--- config.mk ---
export PLATFORM = sky130hd
export DESIGN_NAME = chip8_mem_arbiter_flat
export DESIGN_NICKNAME = d
export VERILOG_FILES = /design/src/rtl/chip8_pkg.sv /design/src/rtl/chip8_mem_arbiter_if.sv /design/src/rtl/chip8_mem_arbiter.sv /design/src/flat_wrapper.sv
export SDC_FILE = /design/constraint.sdc
export NUM_CORES = 1
export LEC_CHECK = 0
export BUFFER_PORTS_ARGS = -buffer_cell sky130_fd_sc_hd__buf_2
export CAP_MARGIN = 0
export CORE_ASPECT_RATIO = 0.7
export CORE_MARGIN = 2
export CORE_UTILIZATION = 45
export CTS_BUF_LIST = sky130_fd_sc_hd__clkbuf_8
export DETAILED_ROUTE_END_ITERATION = 10
export GPL_TIMING_DRIVEN = 0
export PLACE_DENSITY_LB_ADDON = 0.05
export SETUP_SLACK_MARGIN = 0.4
export SLEW_MARGIN = 20
export SYNTH_ARGS = -nofsm -noshare
export SYNTH_HDL_FRONTEND = slang
export SYNTH_SLANG_ARGS = --single-unit
--- constraint.sdc ---
create_clock -name clk_in -period 5.9 [get_ports clk_in]
set_clock_uncertainty 0.2 [all_clocks]
set_input_delay 0.59 -clock clk_in [delete_from_list [all_inputs] [get_ports clk_in]]
set_output_delay 0.59 -clock clk_in [all_outputs]
set_load 0.05 [all_outputs]
--- src/rtl/chip8_pkg.sv ---
// Shared types and widths for the CHIP-8 memory arbiter and its requesters.
// Requester identities and arbiter states live here so benches and neighbours agree on them.
package chip8_pkg;

    localparam int CHIP8_ADDR_W = 12;
    localparam int CHIP8_DATA_W = 8;

    typedef enum logic [1:0] {
        REQ_VIDEO,
        REQ_DEBUG,
        REQ_PROC
    } req_t;

    typedef enum logic [1:0] {
        ARB_IDLE,
        ARB_WAIT,
        ARB_RESP
    } arb_state_t;

endpackage

--- src/rtl/chip8_mem_arbiter_if.sv ---
// Request/response and BRAM-side signals of the CHIP-8 memory arbiter.
// The arbiter takes the slave view; requesters and the BRAM model take the master view.
interface chip8_mem_arbiter_if
    import chip8_pkg::*;
#(
    parameter int ADDR_W = CHIP8_ADDR_W,
    parameter int DATA_W = CHIP8_DATA_W
);

    logic              video_valid_in;
    logic [ADDR_W-1:0] video_addr_in;
    logic              video_ready_out;
    logic              video_valid_out;

    logic              debug_valid_in;
    logic              debug_we_in;
    logic [ADDR_W-1:0] debug_addr_in;
    logic [DATA_W-1:0] debug_data_in;
    logic              debug_ready_out;
    logic              debug_valid_out;

    logic              proc_valid_in;
    logic              proc_we_in;
    logic [ADDR_W-1:0] proc_addr_in;
    logic [DATA_W-1:0] proc_data_in;
    logic              proc_ready_out;
    logic              proc_valid_out;

    logic [ADDR_W-1:0] bram_addr_out;
    logic              bram_we_out;
    logic [DATA_W-1:0] bram_data_out;
    logic [DATA_W-1:0] bram_data_in;
    logic [DATA_W-1:0] data_out;

    modport slave (
        input  video_valid_in, video_addr_in,
        output video_ready_out, video_valid_out,
        input  debug_valid_in, debug_we_in, debug_addr_in, debug_data_in,
        output debug_ready_out, debug_valid_out,
        input  proc_valid_in, proc_we_in, proc_addr_in, proc_data_in,
        output proc_ready_out, proc_valid_out,
        output bram_addr_out, bram_we_out, bram_data_out,
        input  bram_data_in,
        output data_out
    );

    modport master (
        output video_valid_in, video_addr_in,
        input  video_ready_out, video_valid_out,
        output debug_valid_in, debug_we_in, debug_addr_in, debug_data_in,
        input  debug_ready_out, debug_valid_out,
        output proc_valid_in, proc_we_in, proc_addr_in, proc_data_in,
        input  proc_ready_out, proc_valid_out,
        input  bram_addr_out, bram_we_out, bram_data_out,
        output bram_data_in,
        input  data_out
    );

endinterface

--- src/rtl/chip8_mem_arbiter.sv ---
// Single-port BRAM arbiter for video scan-out, debug loader and the CHIP-8 processor.
// One transaction in flight at a time; the owner gets a one-cycle valid pulse on completion.
module chip8_mem_arbiter
    import chip8_pkg::*;
#(
    parameter int ADDR_W       = CHIP8_ADDR_W,
    parameter int DATA_W       = CHIP8_DATA_W,
    parameter int BRAM_LATENCY = 2,
    parameter int STARVE_LIMIT = 8
) (
    input  logic                clk_in,
    input  logic                rst_in,
    chip8_mem_arbiter_if.slave  bus
);

    localparam logic [2:0] LAT_LAST   = 3'(BRAM_LATENCY);
    localparam logic [7:0] STARVE_MAX = 8'(STARVE_LIMIT);

    arb_state_t        state_q, state_d;
    req_t              owner_q, owner_d;
    logic              we_q, we_d;
    logic [2:0]        cnt_q, cnt_d;
    logic [7:0]        starve_q, starve_d;
    logic [ADDR_W-1:0] bram_addr_q, bram_addr_d;
    logic              bram_we_q, bram_we_d;
    logic [DATA_W-1:0] bram_data_q, bram_data_d;
    logic [DATA_W-1:0] data_q, data_d;

    req_t              grant;
    logic              grant_vld;
    logic              accept;
    logic [ADDR_W-1:0] req_addr;
    logic              req_we;
    logic [DATA_W-1:0] req_data;

    always_comb begin
        state_d     = state_q;
        owner_d     = owner_q;
        we_d        = we_q;
        cnt_d       = cnt_q;
        starve_d    = starve_q;
        bram_addr_d = bram_addr_q;
        bram_we_d   = 1'b0;
        bram_data_d = bram_data_q;
        data_d      = data_q;
        grant       = REQ_VIDEO;
        grant_vld   = 1'b0;
        req_addr    = '0;
        req_we      = 1'b0;
        req_data    = '0;

        // A starved processor jumps ahead of both other requesters.
        if ((starve_q == STARVE_MAX) && bus.proc_valid_in) begin
            grant     = REQ_PROC;
            grant_vld = 1'b1;
        end else if (bus.video_valid_in) begin
            grant     = REQ_VIDEO;
            grant_vld = 1'b1;
        end else if (bus.debug_valid_in) begin
            grant     = REQ_DEBUG;
            grant_vld = 1'b1;
        end else if (bus.proc_valid_in) begin
            grant     = REQ_PROC;
            grant_vld = 1'b1;
        end

        case (grant)
            REQ_DEBUG: begin
                req_addr = bus.debug_addr_in;
                req_we   = bus.debug_we_in;
                req_data = bus.debug_data_in;
            end
            REQ_PROC: begin
                req_addr = bus.proc_addr_in;
                req_we   = bus.proc_we_in;
                req_data = bus.proc_data_in;
            end
            default: begin
                req_addr = bus.video_addr_in;
                req_we   = 1'b0;
                req_data = '0;
            end
        endcase

        // RESP behaves like IDLE so the next request can overlap the response pulse.
        accept = rst_in && grant_vld && (state_q != ARB_WAIT);

        case (state_q)
            ARB_IDLE, ARB_RESP: begin
                state_d = ARB_IDLE;
                if (accept) begin
                    state_d     = ARB_WAIT;
                    owner_d     = grant;
                    we_d        = req_we;
                    cnt_d       = 3'd0;
                    bram_addr_d = req_addr;
                    bram_we_d   = req_we;
                    bram_data_d = req_data;
                end
            end
            ARB_WAIT: begin
                if (we_q) begin
                    state_d = ARB_RESP;
                end else if (cnt_q == LAT_LAST) begin
                    data_d  = bus.bram_data_in;
                    state_d = ARB_RESP;
                end else begin
                    cnt_d = cnt_q + 3'd1;
                end
            end
            default: state_d = ARB_IDLE;
        endcase

        if (accept) begin
            if (grant == REQ_PROC) begin
                starve_d = 8'd0;
            end else if (bus.proc_valid_in && (starve_q != STARVE_MAX)) begin
                starve_d = starve_q + 8'd1;
            end
        end
    end

    always_ff @(posedge clk_in) begin
        if (!rst_in) begin
            state_q     <= ARB_IDLE;
            owner_q     <= REQ_VIDEO;
            we_q        <= 1'b0;
            cnt_q       <= 3'd0;
            starve_q    <= 8'd0;
            bram_addr_q <= '0;
            bram_we_q   <= 1'b0;
            bram_data_q <= '0;
            data_q      <= '0;
        end else begin
            state_q     <= state_d;
            owner_q     <= owner_d;
            we_q        <= we_d;
            cnt_q       <= cnt_d;
            starve_q    <= starve_d;
            bram_addr_q <= bram_addr_d;
            bram_we_q   <= bram_we_d;
            bram_data_q <= bram_data_d;
            data_q      <= data_d;
        end
    end

    assign bus.video_ready_out = accept && (grant == REQ_VIDEO);
    assign bus.debug_ready_out = accept && (grant == REQ_DEBUG);
    assign bus.proc_ready_out  = accept && (grant == REQ_PROC);

    assign bus.video_valid_out = (state_q == ARB_RESP) && (owner_q == REQ_VIDEO);
    assign bus.debug_valid_out = (state_q == ARB_RESP) && (owner_q == REQ_DEBUG);
    assign bus.proc_valid_out  = (state_q == ARB_RESP) && (owner_q == REQ_PROC);

    assign bus.bram_addr_out = bram_addr_q;
    assign bus.bram_we_out   = bram_we_q;
    assign bus.bram_data_out = bram_data_q;
    assign bus.data_out      = data_q;

endmodule

--- src/flat_wrapper.sv ---
// flat-port wrapper written by rule: the top's interface ports become plain ports
module chip8_mem_arbiter_flat import chip8_pkg::*;
#(
    parameter int ADDR_W       = CHIP8_ADDR_W,
    parameter int DATA_W       = CHIP8_DATA_W,
    parameter int BRAM_LATENCY = 2,
    parameter int STARVE_LIMIT = 8
)
  (clk_in, rst_in, bus_video_valid_in, bus_video_addr_in, bus_video_ready_out, bus_video_valid_out, bus_debug_valid_in, bus_debug_we_in, bus_debug_addr_in, bus_debug_data_in, bus_debug_ready_out, bus_debug_valid_out, bus_proc_valid_in, bus_proc_we_in, bus_proc_addr_in, bus_proc_data_in, bus_proc_ready_out, bus_proc_valid_out, bus_bram_addr_out, bus_bram_we_out, bus_bram_data_out, bus_bram_data_in, bus_data_out);
  chip8_mem_arbiter_if #(.ADDR_W(ADDR_W), .DATA_W(DATA_W)) bus_i ();
  input  logic clk_in;
  input  logic rst_in;
  input wire logic [$bits(bus_i.video_valid_in)-1:0] bus_video_valid_in;
  input wire logic [$bits(bus_i.video_addr_in)-1:0] bus_video_addr_in;
  output wire logic [$bits(bus_i.video_ready_out)-1:0] bus_video_ready_out;
  output wire logic [$bits(bus_i.video_valid_out)-1:0] bus_video_valid_out;
  input wire logic [$bits(bus_i.debug_valid_in)-1:0] bus_debug_valid_in;
  input wire logic [$bits(bus_i.debug_we_in)-1:0] bus_debug_we_in;
  input wire logic [$bits(bus_i.debug_addr_in)-1:0] bus_debug_addr_in;
  input wire logic [$bits(bus_i.debug_data_in)-1:0] bus_debug_data_in;
  output wire logic [$bits(bus_i.debug_ready_out)-1:0] bus_debug_ready_out;
  output wire logic [$bits(bus_i.debug_valid_out)-1:0] bus_debug_valid_out;
  input wire logic [$bits(bus_i.proc_valid_in)-1:0] bus_proc_valid_in;
  input wire logic [$bits(bus_i.proc_we_in)-1:0] bus_proc_we_in;
  input wire logic [$bits(bus_i.proc_addr_in)-1:0] bus_proc_addr_in;
  input wire logic [$bits(bus_i.proc_data_in)-1:0] bus_proc_data_in;
  output wire logic [$bits(bus_i.proc_ready_out)-1:0] bus_proc_ready_out;
  output wire logic [$bits(bus_i.proc_valid_out)-1:0] bus_proc_valid_out;
  output wire logic [$bits(bus_i.bram_addr_out)-1:0] bus_bram_addr_out;
  output wire logic [$bits(bus_i.bram_we_out)-1:0] bus_bram_we_out;
  output wire logic [$bits(bus_i.bram_data_out)-1:0] bus_bram_data_out;
  input wire logic [$bits(bus_i.bram_data_in)-1:0] bus_bram_data_in;
  output wire logic [$bits(bus_i.data_out)-1:0] bus_data_out;
  assign bus_i.video_valid_in = bus_video_valid_in;
  assign bus_i.video_addr_in = bus_video_addr_in;
  assign bus_video_ready_out = bus_i.video_ready_out;
  assign bus_video_valid_out = bus_i.video_valid_out;
  assign bus_i.debug_valid_in = bus_debug_valid_in;
  assign bus_i.debug_we_in = bus_debug_we_in;
  assign bus_i.debug_addr_in = bus_debug_addr_in;
  assign bus_i.debug_data_in = bus_debug_data_in;
  assign bus_debug_ready_out = bus_i.debug_ready_out;
  assign bus_debug_valid_out = bus_i.debug_valid_out;
  assign bus_i.proc_valid_in = bus_proc_valid_in;
  assign bus_i.proc_we_in = bus_proc_we_in;
  assign bus_i.proc_addr_in = bus_proc_addr_in;
  assign bus_i.proc_data_in = bus_proc_data_in;
  assign bus_proc_ready_out = bus_i.proc_ready_out;
  assign bus_proc_valid_out = bus_i.proc_valid_out;
  assign bus_bram_addr_out = bus_i.bram_addr_out;
  assign bus_bram_we_out = bus_i.bram_we_out;
  assign bus_bram_data_out = bus_i.bram_data_out;
  assign bus_i.bram_data_in = bus_bram_data_in;
  assign bus_data_out = bus_i.data_out;
  chip8_mem_arbiter #(.ADDR_W(ADDR_W), .DATA_W(DATA_W), .BRAM_LATENCY(BRAM_LATENCY), .STARVE_LIMIT(STARVE_LIMIT)) u_core (.clk_in(clk_in), .rst_in(rst_in), .bus(bus_i));
endmodule
======== Word-level counts from Yosys, hierarchy flattened ========
Cells that the tools add are included.
storage, ports and cells
  bits in registers ....................... 45
  input bits .............................. 67
  output and inout bits ................... 35
  logic and storage cells ................. 68
cells by class
  add/subtract/negate cells ............... 2
  eq/ne operators ......................... 14
  multiplexer cells ....................... 21
  bitwise logic cells ..................... 1
  reduce and logical (&&, ||, !) cells .... 21
operator list
  cell                                                   number
  one-hot mux 12 bit (2 select lines)                    1
  2-to-1 mux 8 bit                                       2
  one-hot mux 8 bit (2 select lines)                     1
  2-to-1 mux 2 bit                                       6
  logical AND 1 bit                                      10
  2-to-1 mux 3 bit                                       3
  adder 8 x 1 -> 8 bit, second input constant            1
  equality test 8 x 4 -> 1 bit, second input constant    1
  inequality test 8 x 4 -> 1 bit, second input constant  1
  equality test 2 x 1 -> 1 bit, second input constant    3
  equality test 2 bit, second input constant             3
  zero test 2 bit                                        3
  one-hot mux 3 bit (2 select lines)                     1
  AND reduction 3 bit                                    2
  2-to-1 mux 1 bit                                       5
  inequality test 2 x 1 -> 1 bit, second input constant  2
  inequality test 2 bit, second input constant           2
  one-hot mux 2 bit (2 select lines)                     1
  AND reduction 2 bit                                    2
  AND reduction 4 bit                                    1
  nonzero test 2 bit                                     2
  adder 3 x 1 -> 3 bit, second input constant            1
  equality test 3 x 2 -> 1 bit, second input constant    1
  inequality test 3 x 1 -> 1 bit, second input constant  1
  other kinds (3)                                        3

======== Depth between registers and ports, before layout ========
  word-level depth ........................ 8
  mapped depth ............................ 13

======== Worst setup path before layout ========
No wires, ideal clock.
  path kind ............................... flip-flop to output port
  start point ............................. reg u_core.starve_q[1]
  end point ............................... out bus_proc_ready_out
  arrival time ............................ 2,622 ps
  setup slack ............................. 2,488 ps
  stages on the path, launching flop included .. 11
  path buffers ............................ 2
  cell sequence ........................... dfxtp_1 inv_1 ha_1 or4b_1 nor4b_4 o21ai_1 inv_1 ha_1 buf_2 clkbuf_1 and2_1
RTL lines
  item                          RTL line                  text
  start: declaration            chip8_mem_arbiter.sv:23   logic [7:0] starve_q, starve_d;
  start signal: assignment      chip8_mem_arbiter.sv:139  starve_q <= starve_d;
  equality test 8 x 4 -> 1 bit  chip8_mem_arbiter.sv:53   if ((starve_q == STARVE_MAX) && bus.proc_valid_in) begin
  logical AND 1 bit             chip8_mem_arbiter.sv:53
  2-to-1 mux 2 bit              chip8_mem_arbiter.sv:53
  via u_core.grant[1]           chip8_mem_arbiter.sv:29   req_t grant;
  equality test 2 bit           chip8_mem_arbiter.sv:149  assign bus.proc_ready_out = accept && (grant == REQ_PROC);
  logical AND 1 bit             chip8_mem_arbiter.sv:149
  end: declaration              flat_wrapper.sv:27        output wire logic [$bits(bus_i.proc_ready_out)-1:0] bus_proc_ready_out;
The timed path passes the listed nets, and every way through them passes these cells.

======== Worst setup path in the final report ========
Ends and elaborated chain as after synthesis.

==> impl_metrics.csv <==
group,metric,value,unit
pwr,clock_power_share,0.324,
sta,hold_slack,255,ps
yosys,ys_dominant_reg_cell,"sky130_fd_sc_hd__dfxtp_1",
yosys,synth.cells.most_frequent,"sky130_fd_sc_hd__dfxtp_1 (45), sky130_fd_sc_hd__nand2_1 (40), sky130_fd_sc_hd__a22oi_1 (22), sky130_fd_sc_hd__a21oi_1 (21), sky130_fd_sc_hd__nor2_1 (17)",
place,numPortBuffers,101,
pwr,maximum_resistive_drop_on_vdd,0.144,mV
detailed_routing,drt-wirelength-per-cell,13.9,um
worst_setup_path,critical_path.slowest_cell,"sky130_fd_sc_hd__or4b_1",
floorplan,floorplan.die_area,5590,um2
yosys,post-synth-top-area-cell,"sky130_fd_sc_hd__dfxtp_1",
place,gpl.final_weighted_congestion,0.795,
cts,cts_htree_levels,2,
pwr,switching_power,243,uW
yosys,number_of_distinct_library_cells_after_synthesis,40,
cts,tritoncts,"built",
yosys,synthMostInstantiatedCell,"sky130_fd_sc_hd__dfxtp_1",
worst_setup_path,worst_ep_arrival_time,3490,ps
cts,tritoncts.num_buffers,5,
place,dp_wirelength,4690,um
floorplan,core.rowCount,21,
finish,final_net_count,453,
worst_setup_path,critical_path_buf_inv_count,5,
detailed_routing,viasPerCell,5.22,
yosys,synth_top_area_frac,0.400,
cts,insertion_delay_of_the_later_clocked_pin_in_the_worst_skew_pair,300,ps
sta,slew_headroom,0.630,
detailed_routing,ant_nets,0,
yosys,syn-mean-instance-area,8.31,um2
status,run_status,"finished, final reports clean",
sta,grt_setup_unrepaired,"no",
yosys,synth-edff-count,0,
floorplan,io-pin-count,102,
sta,setup-violations-final,0,
floorplan,die_x,88.5,um
finish,finish.utilization,0.616,
sta,timing_worst_slew_pin_value,555,ps
cts,cts-hold-fix-buffers,0,
cts,path_clk_slew,90,ps
pwr,power.static_leakage,0.00136,uW
pwr,cell_internal_pwr,521,uW
worst_setup_path,critPathCaptureType,"output port",
yosys,synth_sequential_area_ratio,0.400,
global_route,overflow,0,
yosys,synthArstFlopShare,0,
sta,fin_tns_setup,0,ps
sta,final_period_minus_worst_setup_slack,4280,ps
flow_run,maxCapViolCount,0,
global_route,grt_first_pass_wirelength,10200,um
sta,final-max-slew-violation-count,0,
worst_setup_path,critical-path-max-stage-delay,490,ps
worst_setup_path,critical_path_data_required_time,5110,ps
yosys,synthTopCellsByArea,"sky130_fd_sc_hd__dfxtp_1 (40%), sky130_fd_sc_hd__a22oi_1 (7.3%), sky130_fd_sc_hd__nand2_1 (6.7%)",
global_route,grt_start_max_net_pins,15,
yosys,synthesis.instances,271,
sta,achievable-frequency,234,MHz
cts,cts_max_path_buffers,2,
finish,area_growth,31.6,%
global_route,grt_use_total,0.232,
finish,drive_gt1_frac,0.318,
cts,postCtsSetupBuffers,0,
worst_setup_path,path_type_of_the_worst_setup_path,"flip-flop to output port",
worst_setup_path,timing.critical_path.cells,"inv_1, ha_1, or4b_1, nor4b_4, o21ai_1, inv_1, ha_1, buf_2, clkbuf_1, and2_1, buf_2",
worst_setup_path,crit_family,"simple AND/OR/NAND/NOR gates",
floorplan,floorplan.initialDensity,0.468,
pwr,seq_power_share,0.436,
sta,final.period_utilization,0.725,
cts,clockRootBuffer,"sky130_fd_sc_hd__clkbuf_8",
global_route,grt_antenna_before_repair,0,
detailed_routing,detailed_router_s_first_iteration_violation_count,115,
pwr,switching_share,0.318,
finish,antenna_cells,0,
detailed_routing,detailedRoute.firstPassIterationCount,4,
yosys,postSynthNetCount,345,
floorplan,coreArea,4810,um2
worst_setup_path,crit_fanout,10,
sta,final_count_of_hold_timing_violations,0,
cts,cts_resized,0,
yosys,yosysWarningCount,0,
detailed_routing,routed_wl,6230,um
global_route,first_global_vias,2109,
floorplan,fp.dieH,63.2,um
worst_setup_path,worst_setup_path_start_kind,"flip-flop",
cts,clock-sinks,45,
pwr,power_density_cells,258,nW/um2
pwr,pwr-share-comb,0.241,
yosys,synth_seq_cells,45,
detailed_routing,via_count,2344,
worst_hold_path,hp-class,"flip-flop to flip-flop",
yosys,post_synth_instance_area,2250,um2
detailed_routing,drt_drc_violations_left,0,
-- kinds of logic after synthesis --
group           share of synthesized area
compound gates                      0.199
flops                               0.400
fa+ha+maj                          0.0389
simple gates                        0.255
mux                                0.0534
xor+xnor                          0.00778
buf+inv                            0.0456
-- metal layers --
layer | track usage | vias to the layer above | routed length, um | part of all wire
li1 | - | 1186 | - | -
met1 | 0.329 | 1071 | 2980 | 0.48
met2 | 0.348 | 85 | 2760 | 0.44
met3 | 0.0799 | 2 | 481 | 0.077
met4 | 0.0341 | 0 | 9 | 0.0014
met5 | 0 | - | 0 | 0
-- path summary, 6_finish.rpt --
| check | from | to | slack (ps) | depth (start not counted) |
|---|---|---|---|---|
| setup / recovery | u_core.starve_q[1] | bus_proc_ready_out | 1620 | 11 |
| hold reg to reg | u_core.bus.data_out[5] | u_core.bus.data_out[5] | 260 | 2 |
| hold / removal | u_core.bus.data_out[5] | u_core.bus.data_out[5] | 260 | 2 |
| setup reg to reg | u_core.starve_q[1] | u_core.starve_q[5] | 2280 | 12 |
-- per-stage QoR --
stage	worst slack [ps]	instances	total power [uW]	instance area (um2)
finish	1620	449	764	2960
CTS	1620	449	769	2960
global route	1370	449	803	2960
floorplan	2490	271	462	2250
global placement	1990	441	521	2840
detailed placement	1970	441	524	2840
-- worst register-to-register path, stage by stage, from the launching register on --
cell                        delay (ps)
sky130_fd_sc_hd__dfxtp_1           360
sky130_fd_sc_hd__inv_1             110
sky130_fd_sc_hd__ha_1              150
sky130_fd_sc_hd__or4b_1            490
sky130_fd_sc_hd__nor4b_4           430
sky130_fd_sc_hd__o21ai_1           240
sky130_fd_sc_hd__inv_1             100
sky130_fd_sc_hd__ha_1              130
sky130_fd_sc_hd__buf_2             210
sky130_fd_sc_hd__o2111ai_1         140
sky130_fd_sc_hd__or4_4             480
sky130_fd_sc_hd__or3_1             360
sky130_fd_sc_hd__a21oi_1           140
-- cells in the final DEF (no fill, tap or decap), types with 2 or more instances in the layout --
cell	instances
sky130_fd_sc_hd__buf_1	2
sky130_fd_sc_hd__nand3_1	13
sky130_fd_sc_hd__o22ai_1	2
sky130_fd_sc_hd__buf_2	105
sky130_fd_sc_hd__nand4_1	2
sky130_fd_sc_hd__or3_1	15
sky130_fd_sc_hd__nand2_1	40
sky130_fd_sc_hd__clkbuf_8	6
sky130_fd_sc_hd__inv_1	7
sky130_fd_sc_hd__nor3_2	2
sky130_fd_sc_hd__mux2i_1	12
sky130_fd_sc_hd__o2111ai_1	2
sky130_fd_sc_hd__or4b_1	2
sky130_fd_sc_hd__dfxtp_1	45
sky130_fd_sc_hd__nand2b_1	2
sky130_fd_sc_hd__and2_1	3
sky130_fd_sc_hd__o21ai_0	12
sky130_fd_sc_hd__a21oi_1	21
sky130_fd_sc_hd__nor2_1	17
sky130_fd_sc_hd__o21ai_1	7
sky130_fd_sc_hd__nor4bb_1	2
sky130_fd_sc_hd__nor3_1	2
sky130_fd_sc_hd__ha_1	7
sky130_fd_sc_hd__clkbuf_1	11
sky130_fd_sc_hd__a22oi_1	22
sky130_fd_sc_hd__nor3b_1	2
-- cell type report --
class / instances / area, um2
tap: 69 / 86.3
inverter: 7 / 26.3
clock buffer: 6 / 82.6
sequential: 45 / 901
fill: 461 / 1850
multi-input combinational: 201 / 1250
clock inverter: 2 / 37.5
timing repair buffer: 101 / 505
buffer: 18 / 76.3
-- registers in the layout, summed over array words and instances (netlist names) --
| name | cells |
|---|---|
| u_core.we_q | 1 |
| u_core.starve_q | 8 |
| u_core.owner_q | 2 |
| u_core.state_q | 2 |
| u_core.bus.data_out | 8 |
| u_core.bus.bram_data_out | 8 |
| u_core.bus.bram_we_out | 1 |
| u_core.cnt_q | 3 |
| u_core.bus.bram_addr_out | 12 |
-- power groups by stage --
stage          Combinational (uW)  Clock [uW]  Sequential (uW)
5_1_grt                       203         265              335
3_5_place_dp                  184           0              339
2_1_floorplan                93.0           0              369
6_report                      184         247              333
4_1_cts                       185         251              332
3_3_place_gp                  182           0              339
(Power assumes the default switching activity.)
